--- src/rtl/wb_master_bridge_if.sv ---
// ----------------------------------------------------------------------------
// wb_master_bridge_if
// Wishbone classic bus bundle between one wb_master_bridge and the
// interconnect. Signal names keep the master-side view (_o driven by the
// master, _i driven by the slave).
//   wb_addr_o  AW    cycle address
//   wb_data_o  DW    write data
//   wb_we_o    1     write enable
//   wb_sel_o   DW/8  byte selects
//   wb_stb_o   1     strobe
//   wb_cyc_o   1     cycle
//   wb_data_i  DW    read data from slave
//   wb_ack_i   1     slave acknowledge
//   wb_err_i   1     slave error
// ----------------------------------------------------------------------------
interface wb_master_bridge_if #(
   parameter int DW = 32,
   parameter int AW = 32
);
   logic [AW-1:0]   wb_addr_o;
   logic [DW-1:0]   wb_data_o;
   logic            wb_we_o;
   logic [DW/8-1:0] wb_sel_o;
   logic            wb_stb_o;
   logic            wb_cyc_o;
   logic [DW-1:0]   wb_data_i;
   logic            wb_ack_i;
   logic            wb_err_i;

   modport master (
      output wb_addr_o, wb_data_o, wb_we_o, wb_sel_o, wb_stb_o, wb_cyc_o,
      input  wb_data_i, wb_ack_i, wb_err_i
   );

   modport slave (
      input  wb_addr_o, wb_data_o, wb_we_o, wb_sel_o, wb_stb_o, wb_cyc_o,
      output wb_data_i, wb_ack_i, wb_err_i
   );
endinterface

--- src/rtl/wb_master_bridge.sv ---
// ----------------------------------------------------------------------------
// wb_master_bridge
// Turns one CPU memory request into a single Wishbone classic cycle and
// holds the pipeline (stallreq_o) until the slave acks, errors, or the
// watchdog expires. Completion data/error are shown combinationally in the
// completion cycle; if the pipeline is stalled at that moment they are
// buffered and replayed from HOLD until the stall clears.
//
// Parameters: DW data width (multiple of 8), AW address width, STALL_W stall
// vector width, TIMEOUT watchdog cycles (0 disables). The wb interface
// instance must carry the same DW/AW.
//
// Ports:
//   clk, rst        clock, synchronous active-high reset
//   stall_i         pipeline stall vector
//   flush_i         pipeline flush
//   cpu_ce_i        request valid
//   cpu_addr_i      request address
//   cpu_data_i      write data
//   cpu_we_i        1 = write
//   cpu_sel_i       byte enables
//   cpu_data_o      read data (combinational)
//   cpu_err_o       access failed: bus error or timeout (combinational)
//   stallreq_o      stall request to ctrl (combinational)
//   wb              Wishbone master modport, all outputs registered
// ----------------------------------------------------------------------------
module wb_master_bridge #(
   parameter int DW      = 32,
   parameter int AW      = 32,
   parameter int STALL_W = 6,
   parameter int TIMEOUT = 255
) (
   input  logic                clk,
   input  logic                rst,
   input  logic [STALL_W-1:0]  stall_i,
   input  logic                flush_i,
   input  logic                cpu_ce_i,
   input  logic [AW-1:0]       cpu_addr_i,
   input  logic [DW-1:0]       cpu_data_i,
   input  logic                cpu_we_i,
   input  logic [DW/8-1:0]     cpu_sel_i,
   output logic [DW-1:0]       cpu_data_o,
   output logic                cpu_err_o,
   output logic                stallreq_o,
   wb_master_bridge_if.master  wb
);
   localparam int SW = DW / 8;
   localparam int CW = (TIMEOUT > 0) ? $clog2(TIMEOUT + 1) : 1;

   typedef enum logic [1:0] {
      IDLE = 2'd0,
      BUSY = 2'd1,
      HOLD = 2'd2
   } state_e;

   state_e          state_q, state_d;
   logic [AW-1:0]   addr_q, addr_d;
   logic [DW-1:0]   data_q, data_d;
   logic            we_q, we_d;
   logic [SW-1:0]   sel_q, sel_d;
   logic            stb_q, stb_d;     // drives both stb and cyc
   logic [DW-1:0]   rd_buf_q, rd_buf_d;
   logic            err_buf_q, err_buf_d;
   logic [CW-1:0]   cnt_q, cnt_d;

   logic req, tmo, fail, done, rd_ok;

   assign req   = cpu_ce_i && !flush_i;
   // Watchdog only counts as a failure when the slave is silent this cycle;
   // a late ack landing on the last allowed cycle still completes normally.
   assign tmo   = (TIMEOUT != 0) && (cnt_q == CW'(TIMEOUT - 1))
                  && !wb.wb_ack_i && !wb.wb_err_i;
   assign fail  = wb.wb_err_i || tmo;
   assign done  = wb.wb_ack_i || fail;
   assign rd_ok = !we_q && !fail;

   assign wb.wb_addr_o = addr_q;
   assign wb.wb_data_o = data_q;
   assign wb.wb_we_o   = we_q;
   assign wb.wb_sel_o  = sel_q;
   assign wb.wb_stb_o  = stb_q;
   assign wb.wb_cyc_o  = stb_q;

   // State register and datapath registers
   always_ff @(posedge clk) begin
      if (rst) begin
         state_q   <= IDLE;
         addr_q    <= '0;
         data_q    <= '0;
         we_q      <= 1'b0;
         sel_q     <= '0;
         stb_q     <= 1'b0;
         rd_buf_q  <= '0;
         err_buf_q <= 1'b0;
         cnt_q     <= '0;
      end else begin
         state_q   <= state_d;
         addr_q    <= addr_d;
         data_q    <= data_d;
         we_q      <= we_d;
         sel_q     <= sel_d;
         stb_q     <= stb_d;
         rd_buf_q  <= rd_buf_d;
         err_buf_q <= err_buf_d;
         cnt_q     <= cnt_d;
      end
   end

   // Next-state logic
   always_comb begin
      state_d = state_q;
      unique case (state_q)
         IDLE: if (req) state_d = BUSY;
         BUSY: begin
            if (done)         state_d = (|stall_i) ? HOLD : IDLE;
            else if (flush_i) state_d = IDLE;
         end
         HOLD: if (flush_i || !(|stall_i)) state_d = IDLE;
         default: state_d = IDLE;
      endcase
   end

   // Outputs and datapath next values
   always_comb begin
      addr_d     = addr_q;
      data_d     = data_q;
      we_d       = we_q;
      sel_d      = sel_q;
      stb_d      = stb_q;
      rd_buf_d   = rd_buf_q;
      err_buf_d  = err_buf_q;
      cnt_d      = cnt_q;
      stallreq_o = 1'b0;
      cpu_data_o = '0;
      cpu_err_o  = 1'b0;
      unique case (state_q)
         IDLE: begin
            if (req) begin
               addr_d     = cpu_addr_i;
               data_d     = cpu_data_i;
               we_d       = cpu_we_i;
               sel_d      = cpu_sel_i;
               stb_d      = 1'b1;
               cnt_d      = '0;
               stallreq_o = 1'b1;
            end
         end
         BUSY: begin
            if (done || flush_i) begin
               addr_d = '0;
               data_d = '0;
               we_d   = 1'b0;
               sel_d  = '0;
               stb_d  = 1'b0;
            end
            if (done) begin
               // Completion beats a same-cycle flush: data is still returned.
               rd_buf_d   = rd_ok ? wb.wb_data_i : '0;
               err_buf_d  = fail;
               cpu_data_o = rd_ok ? wb.wb_data_i : '0;
               cpu_err_o  = fail;
            end else if (flush_i) begin
               rd_buf_d   = '0;
               err_buf_d  = 1'b0;
               stallreq_o = 1'b1;
            end else begin
               cnt_d      = (&cnt_q) ? cnt_q : cnt_q + 1'b1;
               stallreq_o = 1'b1;
            end
         end
         HOLD: begin
            cpu_data_o = rd_buf_q;
            cpu_err_o  = err_buf_q;
         end
         default: ;
      endcase
   end
endmodule
--- src/flat_wrapper.sv ---
// flat-port wrapper written by rule: the top's interface ports become plain ports
module wb_master_bridge_flat 
#(
   parameter int DW      = 32,
   parameter int AW      = 32,
   parameter int STALL_W = 6,
   parameter int TIMEOUT = 255
)
  (clk, rst, stall_i, flush_i, cpu_ce_i, cpu_addr_i, cpu_data_i, cpu_we_i, cpu_sel_i, cpu_data_o, cpu_err_o, stallreq_o, wb_wb_addr_o, wb_wb_data_o, wb_wb_we_o, wb_wb_sel_o, wb_wb_stb_o, wb_wb_cyc_o, wb_wb_data_i, wb_wb_ack_i, wb_wb_err_i);
  wb_master_bridge_if #(.DW(DW), .AW(AW)) wb_i ();
  input  logic clk;
  input  logic rst;
  input  logic [STALL_W-1:0] stall_i;
  input  logic flush_i;
  input  logic cpu_ce_i;
  input  logic [AW-1:0] cpu_addr_i;
  input  logic [DW-1:0] cpu_data_i;
  input  logic cpu_we_i;
  input  logic [DW/8-1:0] cpu_sel_i;
  output logic [DW-1:0] cpu_data_o;
  output logic cpu_err_o;
  output logic stallreq_o;
  output wire logic [$bits(wb_i.wb_addr_o)-1:0] wb_wb_addr_o;
  output wire logic [$bits(wb_i.wb_data_o)-1:0] wb_wb_data_o;
  output wire logic [$bits(wb_i.wb_we_o)-1:0] wb_wb_we_o;
  output wire logic [$bits(wb_i.wb_sel_o)-1:0] wb_wb_sel_o;
  output wire logic [$bits(wb_i.wb_stb_o)-1:0] wb_wb_stb_o;
  output wire logic [$bits(wb_i.wb_cyc_o)-1:0] wb_wb_cyc_o;
  input wire logic [$bits(wb_i.wb_data_i)-1:0] wb_wb_data_i;
  input wire logic [$bits(wb_i.wb_ack_i)-1:0] wb_wb_ack_i;
  input wire logic [$bits(wb_i.wb_err_i)-1:0] wb_wb_err_i;
  assign wb_wb_addr_o = wb_i.wb_addr_o;
  assign wb_wb_data_o = wb_i.wb_data_o;
  assign wb_wb_we_o = wb_i.wb_we_o;
  assign wb_wb_sel_o = wb_i.wb_sel_o;
  assign wb_wb_stb_o = wb_i.wb_stb_o;
  assign wb_wb_cyc_o = wb_i.wb_cyc_o;
  assign wb_i.wb_data_i = wb_wb_data_i;
  assign wb_i.wb_ack_i = wb_wb_ack_i;
  assign wb_i.wb_err_i = wb_wb_err_i;
  wb_master_bridge #(.DW(DW), .AW(AW), .STALL_W(STALL_W), .TIMEOUT(TIMEOUT)) u_core (.clk(clk), .rst(rst), .stall_i(stall_i), .flush_i(flush_i), .cpu_ce_i(cpu_ce_i), .cpu_addr_i(cpu_addr_i), .cpu_data_i(cpu_data_i), .cpu_we_i(cpu_we_i), .cpu_sel_i(cpu_sel_i), .cpu_data_o(cpu_data_o), .cpu_err_o(cpu_err_o), .stallreq_o(stallreq_o), .wb(wb_i));
endmodule
--- config.mk ---
export PLATFORM = sky130hd
export DESIGN_NAME = wb_master_bridge_flat
export DESIGN_NICKNAME = d
export VERILOG_FILES = /design/src/rtl/wb_master_bridge_if.sv /design/src/rtl/wb_master_bridge.sv /design/src/flat_wrapper.sv
export SDC_FILE = /design/constraint.sdc
export NUM_CORES = 1
export LEC_CHECK = 0
export ABC_AREA = 0
export ABC_CLOCK_PERIOD_IN_PS = 5420
export BUFFER_PORTS_ARGS = -buffer_cell sky130_fd_sc_hd__buf_2
export CORE_MARGIN = 2
export CORE_UTILIZATION = 40
export CTS_CLUSTER_DIAMETER = 30
export CTS_CLUSTER_SIZE = 10
export DETAILED_ROUTE_END_ITERATION = 8
export PLACE_DENSITY_LB_ADDON = 0.12
export SYNTH_ARGS = -nofsm -noshare
export SYNTH_HDL_FRONTEND = slang
export SYNTH_SLANG_ARGS = --single-unit
--- constraint.sdc ---
create_clock -name clk -period 5.42 [get_ports clk]
set_input_delay 1.084 -clock clk [delete_from_list [all_inputs] [get_ports clk]]
set_output_delay 1.084 -clock clk [all_outputs]
set_load 0.03 [all_outputs]
==> summary.txt, run 1 <==
Drt
  • Post-DRT Antenna Nets: 0
  • DRC viols: 0
  • Iter 0 DRT Violations: 326
  • Via total after detailed routing: 5567
  • Initial DRT Pass Iterations: 7
  • DR WL/cell: 15.55 um
  • DR vias/cell: 5.410
  • WL final: 16.00 mm

Global routing
  • GRT Util Overall: 22.04%
  • Remaining global-route overflow: 0
  • Largest net degree at the start of global routing: 116
  • Number of global-route vias before repair: 5254
  • Initial antenna violation count: 0
  • First-pass GRT wire length: 26.20 mm

CTS
  • Root buf cell: clkbuf_16
  • CTS tree: done
  • PostCTS Resize Cnt: 0
  • Total CTS buffers: 17
  • Later-pin clock latency in the skew report: 410 ps
  • Clk slew on worst S/H paths: 50 ps
  • # hold bufs at CTS: 0
  • CTS max path bufs: 2
  • Post-CTS Setup Bufs: 0
  • H-tree levels: 4
  • Clk sinks: 113

Yosys
  • Commonest cells post-synth: a21oi_1 (135), dfxtp_1 (113), o21ai_0 (74)
  • Synth Cell Area: 5458 um2
  • EDFF count, synth: 0
  • Unique cell type count in the Yosys netlist: 44
  • Most frequent cell after synthesis: a21oi_1
  • Register area share after synthesis: 41.45%
  • Post-Syn Nets: 782
  • Average size of a mapped cell: 8.219 um2
  • Synth top area share: 41.45%
  • Yosys reg bits: 113
  • Post-Synthesis Cells: 664
  • Yosys warning count: 0
  • Biggest area consumer among synthesized cells: dfxtp_1
  • Top FF cell, synth: dfxtp_1
  • Asr flop ratio synth: 0%
  • Area contributors post-synth: dfxtp_1 (41%), a21oi_1 (12%), nand3b_1 (9.5%)

Worst hold path
  • Worst Hold Class: reg2reg
  • Worst Hold Launch: u_core.err_buf_q

Placed design
  • Port bufs: 217
  • HPWL after DPL: 10.43 mm
  • Final Wtd Congestion: 0.7588

Layout
  • Filler cells: 1243
  • Seq. cell area: 2262 um2
  • Ant diodes: 0
  • Multi-input gate area: 2943 um2
  • Layout cells sized above 1: 30.83%
  • Util after Layout: 54.19%
  • Synthesis-to-layout area growth: 32.00%
  • Final nets: 959

Timing
  • Count of final setup violators: 0
  • RSZ-0062 raised after global routing: false
  • Fin. Hold Viols: 0
  • Final worst path period share: 70.04%
  • Total Neg Setup Slack: 0 ps
  • Slew HR: 29.73%
  • Worst Skew: 8.512 ps
  • Worst Tran Pin Value: 1053 ps
  • Max Slew Vio Count: 0
  • Min Tclk post-route: 3796 ps
  • F_max: 263.4 MHz
  • WHS: 456.0 ps

Worst setup path
  • Worst Reg2Reg Path Length in Cells: 8
  • Slowest Stage Delay on Critical Path: 760 ps
  • Flop-to-flop setup slack: 2130 ps
  • Worst path arrival time: 2710 ps
  • Startpoint types: flip-flop
  • Worst Path Required: 4340 ps
  • Critical path origin: u_core.state_q[1]
  • CP max-delay cell: buf_4
  • Critical path type: reg2out
  • RR Startpoint: u_core.state_q[1]
  • Setup crit end kind: output pin
  • Critical Path Sink: cpu_err_o
  • R2R Path End: u_core.state_q[0]
  • Crit-path cells: inv_1, ha_4, buf_4, o21ai_0, a21boi_0, buf_2
  • Worst Path Max Fanout: 115

Die
  • # rows: 42
  • CORE AREA: 13300 um2
  • Die X-Extent: 120.8 um
  • Die Span Y: 120.8 um
  • Initial Util: 41.05%
  • Die ar.: 14600 um2
  • I/O Pins: 218

Pwr
  • Post-layout power: 0.003252 W
  • Leakage: 2.901 nW
  • PwrDens: 451.4 nW/um2
  • IR drop worst, VDD: 0.2815 mV

Job
  • Max-cap violations: 0

Outcome
  • Status: complete, no violations
==> critical path, delay by kind of cell, from the launching register on <==
family                     cells  cell delay [ps]
buffers and inverters          3             1140
AOI/OAI and AO/OA              2              690
DFF                            1              320
adders and majority gates      1              150
==> cells by family after synthesis <==
group | count (synthesis) | share of synthesized area, %
AO/OA/AOI/OAI | 263 | 27.24
adder cells (fa/ha/maj) | 5 | 1.146
buffers and inverters | 74 | 5.502
flip-flops | 113 | 41.45
multiplexers | 4 | 0.7565
AND/OR/NAND/NOR | 205 | 23.91
==> placed cells by master (no fill, tap or decap), types with 7 or more instances in the layout <==
| cell | netlist | routed |
|---|---|---|
| clkbuf_16 | 0 | 17 |
| a22oi_1 | 32 | 32 |
| o21ai_0 | 74 | 74 |
| buf_4 | 1 | 9 |
| buf_2 | 13 | 216 |
| dfxtp_1 | 113 | 113 |
| nand2_1 | 14 | 14 |
| a21oi_1 | 135 | 135 |
| nor2b_1 | 66 | 66 |
| nand3b_1 | 69 | 69 |
| nand3_1 | 37 | 37 |
| inv_1 | 7 | 7 |
==> worst min path at each step <==
| stage | end | slack [ps] | cells after the start |
|---|---|---|---|
| floorplan | u_core.err_buf_q | 440 | 2 |
| global placement | u_core.err_buf_q | 440 | 2 |
| detailed placement | u_core.err_buf_q | 450 | 2 |
| CTS | u_core.err_buf_q | 460 | 2 |
| global route | u_core.wb.wb_data_o[21] | 490 | 2 |
| finish | u_core.err_buf_q | 460 | 2 |
==> sequential cells by signal, indices dropped and copies added (netlist names) <==
name and flops:
u_core.wb.wb_data_o 32, u_core.wb.wb_sel_o 4, u_core.rd_buf_q 32, u_core.wb.wb_we_o 1
u_core.state_q 2, u_core.wb.wb_cyc_o 1, u_core.wb.wb_addr_o 32, u_core.cnt_q 8
u_core.err_buf_q 1
==> report_power, final <==
part	switching, W	internal (W)	leakage (nW)	total, W
registers	0.0000638	0.000952	0.918	0.00102
clock network	0.000376	0.000753	0.295	0.00113
logic	0.000715	0.000392	1.69	0.00111
==> final cells by class <==
type | count | area share, %
clock buffers | 21 | 6.530
clock inverters | 10 | 1.858
inverters | 7 | 0.3647
multi-input cells | 477 | 40.85
flip-flops and latches | 113 | 31.40
well taps | 176 | 3.057
repair buffers | 225 | 15.94
==> routing by layer <==
metal  global-route usage (%)  vias to the layer above  routed length (um)
met5                        0                        -                   0
met3                    7.594                       17                1401
met4                    7.485                        0                 223
li1                         -                     2745                   -
met2                    35.13                      202                7540
met1                    27.79                     2603                6835
==> stage by stage <==
stage / worst slack, ps / instances / instance area [um2]
after global placement: 1829 / 998 / 6600
after global routing: 1379 / 1029 / 7204
after detailed placement: 1749 / 998 / 6600
after CTS: 1562 / 1029 / 7204
after floorplan: 2106 / 664 / 5458
final: 1624 / 1029 / 7204
(Power assumes the default switching activity.)
==> run 2, diff against run 1 <==
- ABC_CLOCK_PERIOD_IN_PS: 5420 -> 3630
- clock period: 5.42 -> 3.63 ns (I/O delays scaled with it)
==> summary.txt, run 2 (synthesis gave the netlist of run 1 again) <==
Outcome
  • Status: complete, no violations (unchanged)

Global routing
  • Met1 Use GR: 27.52% (was 27.79%)
  • Remaining global-route overflow: 0 (unchanged)
  • M3 GR Usage: 7.264% (was 7.594%)
  • Number of global-route vias before repair: 5257 (was 5254)
  • GRT busiest layer: met2 (unchanged)
  • First-pass GRT wire length: 26.16 mm (was 26.20 mm)
  • Met2 usage in global routing: 35.73% (was 35.13%)
  • GRT Util Overall: 22.23% (was 22.04%)
  • Largest net degree at the start of global routing: 89 (was 116)
  • Initial antenna violation count: 0 (unchanged)

Worst setup path
  • Worst Path Required: 2900 ps (was 4340 ps)
  • Worst path arrival time: 2410 ps (was 2710 ps)
  • Worst Path Max Fanout: 64 (was 115)
  • Critical path type: reg2out (unchanged)
  • Startpoint types: flip-flop (unchanged)
  • Setup crit end kind: output pin (unchanged)

Drt
  • WL final: 16.48 mm (was 16.00 mm)
  • Initial DRT Pass Iterations: 5 (was 7)
  • DR vias/cell: 5.505 (was 5.410)
  • Via total after detailed routing: 5676 (was 5567)
  • Post-DRT Antenna Nets: 0 (unchanged)
  • DRC viols: 0 (unchanged)
  • DR WL/cell: 15.98 um (was 15.55 um)
  • Iter 0 DRT Violations: 312 (was 326)

CTS
  • Total CTS buffers: 17 (unchanged)
  • Later-pin clock latency in the skew report: 410 ps (about the same)
  • CTS tree: done (unchanged)
  • Clk sinks: 113 (unchanged)
  • H-tree levels: 4 (unchanged)
  • Clk slew on worst S/H paths: 50 ps (about the same)
  • Post-CTS Setup Bufs: 0 (unchanged)
  • Root buf cell: clkbuf_16 (unchanged)
  • PostCTS Resize Cnt: 0 (unchanged)
  • CTS max path bufs: 2 (unchanged)
  • # hold bufs at CTS: 0 (unchanged)

Placed design
  • Area of placed instances: 6660 um2 (was 6600 um2)
  • HPWL after DPL: 10.77 mm (was 10.43 mm)
  • Port bufs: 217 (unchanged)
  • Final Wtd Congestion: 0.8105 (was 0.7588)

Die
  • I/O Pins: 218 (unchanged)
  • CORE AREA: 13300 um2 (unchanged)
  • Die X-Extent: 120.8 um (unchanged)
  • Die ar.: 14600 um2 (unchanged)
  • # rows: 42 (unchanged)
  • Die Span Y: 120.8 um (unchanged)
  • Initial Util: 41.05% (unchanged)

Timing
  • RSZ-0062 raised after global routing: false (unchanged)
  • WHS: 466.7 ps (was 456.0 ps)
  • Min Tclk post-route: 3134 ps
  • Max Slew Vio Count: 0 (unchanged)
  • Slew HR: 44.61% (was 29.73%)
  • Worst Skew: 6.581 ps (was 8.512 ps)
  • F_max: 319.0 MHz
  • Final worst path period share: 86.35%
  • Worst Tran Pin Value: 830.8 ps (was 1053 ps)
  • Total Neg Setup Slack: 0 ps (unchanged)
  • Count of final setup violators: 0 (unchanged)
  • Fin. Hold Viols: 0 (unchanged)

Layout
  • Final nets: 962 (was 959)
  • Filler cells: 1272 (was 1243)
  • Layout cells sized above 1: 30.76% (was 30.83%)
  • Most common cell after layout, fill and taps aside: buf_2 (unchanged)
  • Most frequent cells in the layout: buf_2 (216), a21oi_1 (135), dfxtp_1 (113), o21ai_0 (74), nand3b_1 (69) (unchanged)
  • Ant diodes: 0 (unchanged)
  • Final Cell Area: 7232 um2 (was 7204 um2)
  • Synthesis-to-layout area growth: 32.51% (was 32.00%)

Pwr
  • PwrDens: 667.7 nW/um2 (was 451.4 nW/um2)
  • Leakage: 2.915 nW (was 2.901 nW)
  • Post-layout power: 0.004829 W (was 0.003252 W)
  • IR drop worst, VDD: 0.3465 mV (was 0.2815 mV)

Job
  • Max-cap violations: 0 (unchanged)

Worst hold path
  • Worst Hold Class: reg2reg (unchanged)
[run 2: changes by cell type in the layout (fill, tap and decap cells not counted), sizes merged]
cell / before / now
clkinv: 5 / 4
clkbuf: 21 / 24
clkinvlp: 2 / 0
buf: 225 / 228
bufinv: 3 / 2
[run 2: path summary, 6_finish.rpt]
path / startpoint / to / slack (ps) / depth (start not counted)
max: u_core.state_q[1] / cpu_data_o[8] / 500 / 7
min: u_core.err_buf_q / u_core.err_buf_q / 470 / 2
max reg2reg: u_core.state_q[1] / u_core.wb.wb_sel_o[2] / 830 / 7
min reg2reg: u_core.err_buf_q / u_core.err_buf_q / 470 / 2
[run 2: final cells by class]
cell class | count | area, um2 | area share (%)
clock inverter | 6 | 80.08 | 1.107
sequential | 113 | 2262 | 31.28
multi-input combinational | 477 | 2943 | 40.69
tap | 176 | 220.2 | 3.045
clock buffer | 24 | 491.7 | 6.799
inverter | 7 | 26.28 | 0.3633
timing repair buffer | 228 | 1209 | 16.71
[run 2: report_power, final]
group          total [W]  leakage, nW  switching (W)  internal (W)
logic            0.00170         1.71        0.00108      0.000616
registers        0.00152        0.918      0.0000987       0.00142
clock network    0.00161        0.286       0.000543       0.00107
[run 2: critical path: stages, from the launching register on]
cell	delay, ps
dfxtp_1	320
inv_1	100
ha_4	350
nor4bb_4	400
buf_12	290
a22oi_1	110
nor2b_1	170
buf_2	220
[run 2: routing by layer]
layer	vias to the layer above	wire [um]	share of wire (%)
met3	25	1296	7.9
met1	2683	7044	43
met5	-	0	0
li1	2748	-	-
met4	0	310	1.9
met2	220	7824	47
[run 2: stage by stage]
step | cells | utilization (%) | worst slack, ps
floorplan | 664 | - | 982.4
global placement | 1001 | 50.09 | 923.1
detailed placement | 1001 | 50.09 | 840.0
CTS | 1031 | 54.39 | 489.0
global route | 1031 | 54.39 | 378.6
finish | 1031 | 54.39 | 495.5
